<file path="config.mk">
export PLATFORM = sky130hd
export DESIGN_NAME = branch_recovery_ctrl_flat
export DESIGN_NICKNAME = d
export VERILOG_FILES = /design/src/rtl/branch_recovery_ctrl_if.sv /design/src/rtl/branch_recovery_ctrl.sv /design/src/flat_wrapper.sv
export SDC_FILE = /design/constraint.sdc
export NUM_CORES = 1
export LEC_CHECK = 0
export ABC_AREA = 0
export CORE_UTILIZATION = 50
export DETAILED_ROUTE_END_ITERATION = 8
export GPL_ROUTABILITY_DRIVEN = 0
export PLACE_DENSITY = 0.95
export SYNTH_ARGS = -nofsm -noshare
export SYNTH_HDL_FRONTEND = slang
export SYNTH_SLANG_ARGS = --single-unit
export TNS_END_PERCENT = 20
</file>
<file path="constraint.sdc">
create_clock -name clk -period 10.8 [get_ports clk]
set_clock_uncertainty 0.1 [all_clocks]
set_input_delay 1.08 -clock clk [delete_from_list [all_inputs] [get_ports clk]]
set_output_delay 1.08 -clock clk [all_outputs]
set_load 0.02 [all_outputs]
</file>
<file path="src/rtl/branch_recovery_ctrl_if.sv">
// Branch resolution / pipeline recovery bundle between the branch FU side and the recovery controller.
// The slave modport is the controller, the master modport is the surrounding pipeline.
interface branch_recovery_ctrl_if #(
    parameter int ROB_DEPTH = 32,
    parameter int PC_W      = 32,
    parameter int CNT_W     = 16
);
    localparam int TAG_W = $clog2(ROB_DEPTH);

    logic             br_done;
    logic             br_mispredict;
    logic [TAG_W-1:0] br_tag;
    logic [PC_W-1:0]  br_target;
    logic [TAG_W-1:0] rob_head;
    logic             flush_valid;
    logic [TAG_W-1:0] flush_tag;
    logic             restore_req;
    logic [TAG_W-1:0] restore_tag;
    logic             restore_ack;
    logic             redirect_valid;
    logic [PC_W-1:0]  redirect_pc;
    logic             redirect_ready;
    logic             busy;
    logic [CNT_W-1:0] mispredict_cnt;

    modport master (
        output br_done, br_mispredict, br_tag, br_target, rob_head,
        output restore_ack, redirect_ready,
        input  flush_valid, flush_tag, restore_req, restore_tag,
        input  redirect_valid, redirect_pc, busy, mispredict_cnt
    );

    modport slave (
        input  br_done, br_mispredict, br_tag, br_target, rob_head,
        input  restore_ack, redirect_ready,
        output flush_valid, flush_tag, restore_req, restore_tag,
        output redirect_valid, redirect_pc, busy, mispredict_cnt
    );
endinterface

</file>
<file path="src/rtl/branch_recovery_ctrl.sv">
// Mispredict recovery sequencer: flush broadcast, checkpoint restore handshake, fetch redirect.
// An older mispredict arriving mid-recovery restarts the sequence; younger ones are already squashed.
module branch_recovery_ctrl #(
    parameter int ROB_DEPTH = 32,
    parameter int PC_W      = 32,
    parameter int CNT_W     = 16
) (
    input  logic                  clk,
    input  logic                  reset,
    branch_recovery_ctrl_if.slave bus
);
    localparam int TAG_W = $clog2(ROB_DEPTH);

    typedef enum logic [1:0] {IDLE, FLUSH, RESTORE, REDIRECT} state_t;

    state_t           state;
    logic [TAG_W-1:0] tag_q;
    logic [PC_W-1:0]  pc_q;
    logic             flush_q;
    logic             restore_q;
    logic             redirect_q;
    logic             busy_q;
    logic [CNT_W-1:0] cnt_q;

    logic             mis_event;
    logic             older;
    logic             accept;

    // Distance from the ROB head, valid for non-power-of-two depths as well.
    function automatic logic [TAG_W-1:0] age(input logic [TAG_W-1:0] t, input logic [TAG_W-1:0] h);
        if (t >= h)
            age = t - h;
        else
            age = TAG_W'(ROB_DEPTH - int'(h) + int'(t));
    endfunction

    always_comb begin
        mis_event = bus.br_done & bus.br_mispredict;
        older     = age(bus.br_tag, bus.rob_head) < age(tag_q, bus.rob_head);
        accept    = 1'b0;
        case (state)
            IDLE:     accept = mis_event;
            // A completing redirect frees the controller, so any mispredict that cycle starts afresh.
            REDIRECT: accept = mis_event & (older | bus.redirect_ready);
            default:  accept = mis_event & older;
        endcase
    end

    always_ff @(posedge clk or negedge reset) begin
        if (!reset) begin
            state      <= IDLE;
            tag_q      <= '0;
            pc_q       <= '0;
            flush_q    <= 1'b0;
            restore_q  <= 1'b0;
            redirect_q <= 1'b0;
            busy_q     <= 1'b0;
            cnt_q      <= '0;
        end else if (accept) begin
            state      <= FLUSH;
            tag_q      <= bus.br_tag;
            pc_q       <= bus.br_target;
            flush_q    <= 1'b1;
            restore_q  <= 1'b0;
            redirect_q <= 1'b0;
            busy_q     <= 1'b1;
            if (cnt_q != '1)
                cnt_q <= cnt_q + CNT_W'(1);
        end else begin
            case (state)
                FLUSH: begin
                    state     <= RESTORE;
                    flush_q   <= 1'b0;
                    restore_q <= 1'b1;
                end
                RESTORE: begin
                    if (bus.restore_ack) begin
                        state      <= REDIRECT;
                        restore_q  <= 1'b0;
                        redirect_q <= 1'b1;
                    end
                end
                REDIRECT: begin
                    if (bus.redirect_ready) begin
                        state      <= IDLE;
                        redirect_q <= 1'b0;
                        busy_q     <= 1'b0;
                    end
                end
                default: ;
            endcase
        end
    end

    assign bus.flush_valid    = flush_q;
    assign bus.flush_tag      = tag_q;
    assign bus.restore_req    = restore_q;
    assign bus.restore_tag    = tag_q;
    assign bus.redirect_valid = redirect_q;
    assign bus.redirect_pc    = pc_q;
    assign bus.busy           = busy_q;
    assign bus.mispredict_cnt = cnt_q;
endmodule
</file>
<file path="src/flat_wrapper.sv">
// flat-port wrapper written by rule: the top's interface ports become plain ports
module branch_recovery_ctrl_flat 
#(
    parameter int ROB_DEPTH = 32,
    parameter int PC_W      = 32,
    parameter int CNT_W     = 16
)
  (clk, reset, bus_br_done, bus_br_mispredict, bus_br_tag, bus_br_target, bus_rob_head, bus_restore_ack, bus_redirect_ready, bus_flush_valid, bus_flush_tag, bus_restore_req, bus_restore_tag, bus_redirect_valid, bus_redirect_pc, bus_busy, bus_mispredict_cnt);
  branch_recovery_ctrl_if #(.ROB_DEPTH(ROB_DEPTH), .PC_W(PC_W), .CNT_W(CNT_W)) bus_i ();
  input  logic clk;
  input  logic reset;
  input wire logic [$bits(bus_i.br_done)-1:0] bus_br_done;
  input wire logic [$bits(bus_i.br_mispredict)-1:0] bus_br_mispredict;
  input wire logic [$bits(bus_i.br_tag)-1:0] bus_br_tag;
  input wire logic [$bits(bus_i.br_target)-1:0] bus_br_target;
  input wire logic [$bits(bus_i.rob_head)-1:0] bus_rob_head;
  input wire logic [$bits(bus_i.restore_ack)-1:0] bus_restore_ack;
  input wire logic [$bits(bus_i.redirect_ready)-1:0] bus_redirect_ready;
  output wire logic [$bits(bus_i.flush_valid)-1:0] bus_flush_valid;
  output wire logic [$bits(bus_i.flush_tag)-1:0] bus_flush_tag;
  output wire logic [$bits(bus_i.restore_req)-1:0] bus_restore_req;
  output wire logic [$bits(bus_i.restore_tag)-1:0] bus_restore_tag;
  output wire logic [$bits(bus_i.redirect_valid)-1:0] bus_redirect_valid;
  output wire logic [$bits(bus_i.redirect_pc)-1:0] bus_redirect_pc;
  output wire logic [$bits(bus_i.busy)-1:0] bus_busy;
  output wire logic [$bits(bus_i.mispredict_cnt)-1:0] bus_mispredict_cnt;
  assign bus_i.br_done = bus_br_done;
  assign bus_i.br_mispredict = bus_br_mispredict;
  assign bus_i.br_tag = bus_br_tag;
  assign bus_i.br_target = bus_br_target;
  assign bus_i.rob_head = bus_rob_head;
  assign bus_i.restore_ack = bus_restore_ack;
  assign bus_i.redirect_ready = bus_redirect_ready;
  assign bus_flush_valid = bus_i.flush_valid;
  assign bus_flush_tag = bus_i.flush_tag;
  assign bus_restore_req = bus_i.restore_req;
  assign bus_restore_tag = bus_i.restore_tag;
  assign bus_redirect_valid = bus_i.redirect_valid;
  assign bus_redirect_pc = bus_i.redirect_pc;
  assign bus_busy = bus_i.busy;
  assign bus_mispredict_cnt = bus_i.mispredict_cnt;
  branch_recovery_ctrl #(.ROB_DEPTH(ROB_DEPTH), .PC_W(PC_W), .CNT_W(CNT_W)) u_core (.clk(clk), .reset(reset), .bus(bus_i));
endmodule
</file>
-- Yosys cells after proc, flatten, opt, wreduce, memory -nomap -nowiden
Index checks and enable logic that the tools add are counted.
- bits in registers: 59
- input port bits: 48
- output and inout port bits: 62
- logic and storage cells: 57
- add/subtract/negate cells: 6
- order comparisons: 3
- eq/ne operators: 6
- mux-type cells: 18
- bitwise gates (word level): 4
- reduce and logical (&&, ||, !) cells: 12
- operator list (kind ; count):
    adder 16 x 1 -> 16 bit, second input constant ; 1
    inequality test 16 bit, second input constant ; 1
    adder 5 bit ; 2
    >= comparator 5 bit ; 2
    two-way mux 5 bit ; 2
    subtractor 5 bit ; 2
    two-way mux 1 bit ; 9
    two-way mux 2 bit ; 3
    inequality test 3 x 2 -> 1 bit, second input constant ; 2
    one-hot mux 1 bit (2 select lines) ; 3
    one-hot mux 2 bit (3 select lines) ; 1
    AND reduction 2 bit ; 3
    AND reduction 3 bit ; 2
    nonzero test 2 bit ; 3
    nonzero test 3 bit ; 2
    < comparator 5 bit ; 1
    subtractor 1 x 5 -> 5 bit, first input constant ; 1
    == test 2 bit, second input constant ; 2
    nonzero test 4 bit ; 1
    AND 1 bit ; 3
    == test 2 x 1 -> 1 bit, second input constant ; 1
    logical NOT 2 bit ; 1
    OR 1 bit ; 1

-- Depth between registers and ports, before layout
- depth in word-level cells: 9
- depth in mapped cells: 16
- gate-level depth less buffers: 14

-- Worst setup path after synthesis
OpenSTA, ideal clock, no wires.
- kind: input port to flip-flop
- start: in bus_rob_head[1]
- end: reg u_core.pc_q[10], in the netlist u_core.bus.redirect_pc[10]
- arrival time: 4.139 ns
- required time: 10.575 ns
- path slack: 6.437 ns
- stages on the path: 13
- path buffers: 1
- cell sequence: inv_1 ha_1 fa_1 a21o_1 a21oi_1 xor2_1 xnor2_1 mux2i_1 ha_1 a21o_1 a221oi_4 buf_2 mux2_2
- longest elaborated chain between the ends: 7
- elaborated cells between the ends (all ways): 14
- RTL lines (what ; line ; RTL):
    start: declaration ; flat_wrapper.sv:16 ; input wire logic [$bits(bus_i.rob_head)-1:0] bus_rob_head;
    subtractor 1 x 5 -> 5 bit ; branch_recovery_ctrl.sv:34 ; age = TAG_W'(ROB_DEPTH - int'(h) + int'(t));
    adder 5 bit ; branch_recovery_ctrl.sv:34 ;
    two-way mux 5 bit ; branch_recovery_ctrl.sv:31 ; if (t >= h)
    < comparator 5 bit * ; branch_recovery_ctrl.sv:39 ; older = age(bus.br_tag, bus.rob_head) < age(tag_q, bus.rob_head);
    OR 1 bit ; branch_recovery_ctrl.sv:44 ; REDIRECT: accept = mis_event & (older | bus.redirect_ready);
    AND 1 bit ; branch_recovery_ctrl.sv:44 ;
    one-hot mux 1 bit (2 select lines) * ; branch_recovery_ctrl.sv:41 ; case (state)
    end signal: assignment ; branch_recovery_ctrl.sv:62 ; pc_q <= bus.br_target;
    end: declaration ; branch_recovery_ctrl.sv:18 ; logic [PC_W-1:0] pc_q;
Mark *: on every way between the ends. The rest lies on a longest branch, timed or not.
A chain may end at the register's enable or synchronous reset.

-- Worst setup path after layout
- start: in bus_rob_head[0]
- end: reg u_core.cnt_q[1], in the netlist u_core.bus.mispredict_cnt[1]
- longest elaborated chain between the ends: 8
- elaborated cells between the ends (all ways): 15
- RTL lines (what ; line ; RTL):
    subtractor 1 x 5 -> 5 bit ; branch_recovery_ctrl.sv:34 ;
    adder 5 bit ; branch_recovery_ctrl.sv:34 ;
    two-way mux 5 bit ; branch_recovery_ctrl.sv:31 ;
    < comparator 5 bit * ; branch_recovery_ctrl.sv:39 ;
    OR 1 bit ; branch_recovery_ctrl.sv:44 ;
    AND 1 bit ; branch_recovery_ctrl.sv:44 ;
    one-hot mux 1 bit (2 select lines) * ; branch_recovery_ctrl.sv:41 ;
    AND reduction 2 bit (no line) * ; - ;
    end signal: assignment ; branch_recovery_ctrl.sv:68 ; cnt_q <= cnt_q + CNT_W'(1);
    end: declaration ; branch_recovery_ctrl.sv:23 ; logic [CNT_W-1:0] cnt_q;
Marks and branches as above.

==> impl_summary.md <==
Layout
Cells with a size suffix above 1 make up 14.93% of the layout. The net count of the finished layout is 477. Relative to the synthesized area, the layout overhead comes to 39.57%. With fillers left out, the area of the finished cells amounts to 4731 µm². The number of diodes added for antenna fixing is 0. The fraction of the core area covered by cells at the end of the flow is 73.25%.

Critical path
Walking the worst path, the cells encountered are clkdlybuf4s50_1, inv_1, ha_1, fa_1, a21o_1, a21oi_1, xor2_1, xnor2_1, mux2i_1, ha_1, a21o_1, a221oi_4, buf_4, nand2_1, mux2_1. The endpoint of the lowest-slack register-to-register path is u_core.bus.mispredict_cnt[1]$_DFFE_PN0P_. STA classifies the critical path endpoint as a flip-flop.

The family with the most delay on the worst path is buffers and inverters. Setup slack on the worst reg-to-reg path comes out at 6.74 ns. The kind of start point of the critical path is an input port. The worst setup path startpoint is bus_rob_head[0]. In this design, the stage delay of the slowest critical-path cell is 0.60 ns. The timing endpoint of the critical path is u_core.bus.mispredict_cnt[1]$_DFFE_PN0P_.

In this run the number of cells on the critical path is 15. The startpoint identified for the worst register-to-register timing path is u_core.bus.flush_tag[0]$_DFFE_PN0P_. The logic depth of the worst register-to-register path is 13. STA puts the critical path data required time at 10.91 ns. The critical path contains buffers and inverters numbering 3 combined. The slowest library cell on the worst path is sky130_fd_sc_hd__clkdlybuf4s50_1. In this run the worst path has a maximum fanout of 60. The worst setup path category is in -> reg.

The arrival time at the worst endpoint is 5.34 ns.

Timing
The worst path meets setup with 5.577 ns of slack. Setup repair after global routing left no endpoint under its margin. The achievable frequency is 191.5 MHz. The shortest period the worst path allows is 5.223 ns. The count of pins over their slew limit is 0. The worst-case headroom to the max-slew limit is 52.24%. The final critical path takes up 48.36% of the cycle. The total setup violations reported at the end of the flow is 0. The count of final hold-check violations is 0. The actual transition at the worst max-transition pin is 0.7164 ns.

Adding up every negative setup slack in the final design gives 0 ns.

Synthesis
After synthesis, the mean cell area works out to 11.77 µm². Counting flops and latches in the post-synthesis netlist gives 59. The sequential share of the synthesized area is 43.56%. The top cell type by area accounts for 43.56% of the synthesized area. The number of nets handed over by synthesis was 368. The synthesized netlist occupies a cell area of 3390 µm².

Counting every instance in the synthesized netlist gives 288. Sorting the synthesized cells by area gives the leading types as sky130_fd_sc_hd__dfrtp_1 44%, sky130_fd_sc_hd__mux2_2 13%, sky130_fd_sc_hd__ha_1 10%, sky130_fd_sc_hd__xnor2_1 6.5%, sky130_fd_sc_hd__fa_1 2.4%. Counting flops with an async set or reset pin after synthesis yields a share of 100.0%. The primary flip-flop cell chosen by synthesis mapping is sky130_fd_sc_hd__dfrtp_1. The count of distinct cell types in the synthesized netlist is 40. The Yosys step of the flow raised 0 warnings. The post-synthesis cell type with the largest combined area is sky130_fd_sc_hd__dfrtp_1.

Counting flops with a built-in enable in the synthesized netlist gives 0.

Detailed routing
The detail route stage leaves a number of antenna-violating nets equal to 0. After detailed routing, the average wire length per cell comes to 16.77 µm. In the routed layout, each cell is associated on average with a via count of 5.530.

For this run, design rule violations remaining after detail routing come to 4. For this block, the routed nets add up to 8031 µm of wire. The initial DRC count is 152. The number of optimization iterations in the first detailed-route pass is 7. Across all layers, the routed design uses 2649 vias.

Clocking
The clock tree from TritonCTS is built. CTS saw 59 sinks. The H-tree depth reported by CTS is 3. For the worst-skew pair, the clock arrives at the later sink with an insertion delay of 0.33 ns. The clock edge transition at the registers on the reported setup and hold paths is 0.07 ns. Buffers added to address setup during post-CTS repair amount to 0. In this run the deepest clock path goes through 2 buffers. The number of hold buffers added after CTS was 0. Post-CTS repair changed the size of 0 cells. The clock buffer count from CTS is 9. Clock tree synthesis selected as its root buffer the cell sky130_fd_sc_hd__clkbuf_8.

Pwr
In this run the static leakage power is 0.002107 µW. The power density over cell area is 295.5 nW/µm². The worst-case IR drop observed on VDD is 0.1990 mV.

The design draws 1398 µW.

Floorplan
The top-level I/O count is 110. The initial utilization of the core area, before any placement, comes to 52.48%. Measured along the y axis, the die boundary spans 84.34 µm. The placeable core area is 6459 µm².

Measured along the x axis, the die boundary spans 84.34 µm. The die covers 7112 µm². The standard-cell row count is 29.

Place
The half-perimeter wire length of the detailed placement result is 5792 µm. Summing all placed instances gives a cell area of 4503 µm². The number of port buffers is 109. Timing analysis after detailed placement gives a worst setup slack of 5.234 ns.

Global routing
Entering global routing, the biggest net connects 61 pins. The number of antenna violations at the first check in global routing is 0. The remaining global-route overflow is 0. Global routing consumed, over all layers together, 24.20% of the routing resources. The first global-routing pass estimated 13210 µm of wire. The number of global-route vias before repair was 2748.

Job
Across the run, the number of max-cap violations was 0.

Min path
The tightest min-delay check is of the reg -> reg type.

Status
The checks that failed: DRC. The run finished, with violations left.
-- placed cells by master, fill, tap and decap left out, drive strengths merged, types with 2 or more instances in the layout --
master,Yosys,layout
a21o,10,10
a21oi,16,16
a221oi,2,2
a31oi,2,2
a41o,2,2
and3,10,10
and4,2,2
buf,11,3
bufinv,0,2
clkbuf,2,12
clkdlybuf4s50,0,108
dfrtp,59,59
fa,4,4
ha,28,28
inv,17,17
mux2,39,39
mux2i,7,7
nand2,8,8
nand3,7,7
nand4,8,8
nor2,6,6
nor2b,3,3
nor3,2,2
o21ai,4,4
xnor2,25,25
xor2,5,5
-- worst register-to-register path, delay by kind of cell (launching register included) --
kind	cells	cell delay, ns
xor gates and xnor gates	2	0.34
AOI/OAI and AO/OA	4	0.82
buffers and inverters	1	0.58
and+or+nand+nor	1	0.23
adders and majority gates	3	0.99
muxes	2	0.46
DFF	1	0.43
-- routing by layer --
| layer | share of wire (%) | wire length (µm) | global-route usage, % |
|---|---|---|---|
| met2 | 48 | 3839 | 39.49 |
| met1 | 42 | 3360 | 29.03 |
| met5 | 0 | 0 | 0 |
| met4 | 1.1 | 88 | 8.629 |
| met3 | 9.2 | 742 | 10.03 |
-- through the flow --
stage,hold WS [ns],std cells
6_report,0.3799,479
5_1_grt,0.4001,479
4_1_cts,0.3852,479
3_5_place_dp,0.3667,463
3_3_place_gp,0.3664,463
2_1_floorplan,0.4812,288
-- cell usage after synthesis, drive strengths merged (2+ instances only) --
| cell type | n |
|---|---|
| a21o | 10 |
| a21oi | 16 |
| a221oi | 2 |
| a31oi | 2 |
| a41o | 2 |
| and3 | 10 |
| and4 | 2 |
| buf | 11 |
| clkbuf | 2 |
| dfrtp | 59 |
| fa | 4 |
| ha | 28 |
| inv | 17 |
| mux2 | 39 |
| mux2i | 7 |
| nand2 | 8 |
| nand3 | 7 |
| nand4 | 8 |
| nor2 | 6 |
| nor2b | 3 |
| nor3 | 2 |
| o21ai | 4 |
| xnor2 | 25 |
| xor2 | 5 |
-- state kept, by name, summed over array words and instances, names as in the netlist --
register,count
u_core.bus.busy,1
u_core.bus.redirect_pc,32
u_core.bus.redirect_valid,1
u_core.bus.restore_req,1
u_core.bus.flush_tag,5
u_core.bus.mispredict_cnt,16
u_core.bus.flush_valid,1
u_core.state,2
-- cell type report --
| class | count | area (µm²) |
|---|---|---|
| multi-input combinational | 199 | 1765 |
| fill | 409 | 1728 |
| sequential | 59 | 1476 |
| timing repair buffer | 111 | 1101 |
| clock buffer | 12 | 155.1 |
| tap | 77 | 96.34 |
| clock inverter | 4 | 72.57 |
| inverter | 17 | 63.81 |
-- cells by family after synthesis --
family	Yosys count	share of synthesized area (%)
compound gates	41	8.417
flops	59	43.56
buf+inv	30	4.356
mux	46	15.02
xor+xnor	30	7.752
simple gates	50	8.195
fa+ha+maj	32	12.70
-- power breakdown --
group | internal [µW] | switching (µW)
logic | 397 | 380
clock network | 142 | 85.3
registers | 316 | 76.4
total | 856 | 542
-- worst min-delay path by stage --
| stage | from | end | slack [ns] | cells after the start |
|---|---|---|---|---|
| final | u_core.bus.flush_valid$_DFFE_PN0P_ | u_core.bus.flush_valid$_DFFE_PN0P_ | 0.38 | 1 |
| after global routing | u_core.bus.flush_valid$_DFFE_PN0P_ | u_core.bus.flush_valid$_DFFE_PN0P_ | 0.40 | 1 |
| after CTS | u_core.bus.busy$_DFFE_PN0P_ | u_core.bus.busy$_DFFE_PN0P_ | 0.39 | 1 |
| after floorplan | u_core.state[1]$_DFFE_PN0P_ | u_core.state[1]$_DFFE_PN0P_ | 0.48 | 2 |
| after global placement | u_core.bus.busy$_DFFE_PN0P_ | u_core.bus.busy$_DFFE_PN0P_ | 0.37 | 1 |
| after detailed placement | u_core.bus.busy$_DFFE_PN0P_ | u_core.bus.busy$_DFFE_PN0P_ | 0.37 | 1 |
No activity file was read; power rests on OpenSTA's default activity.
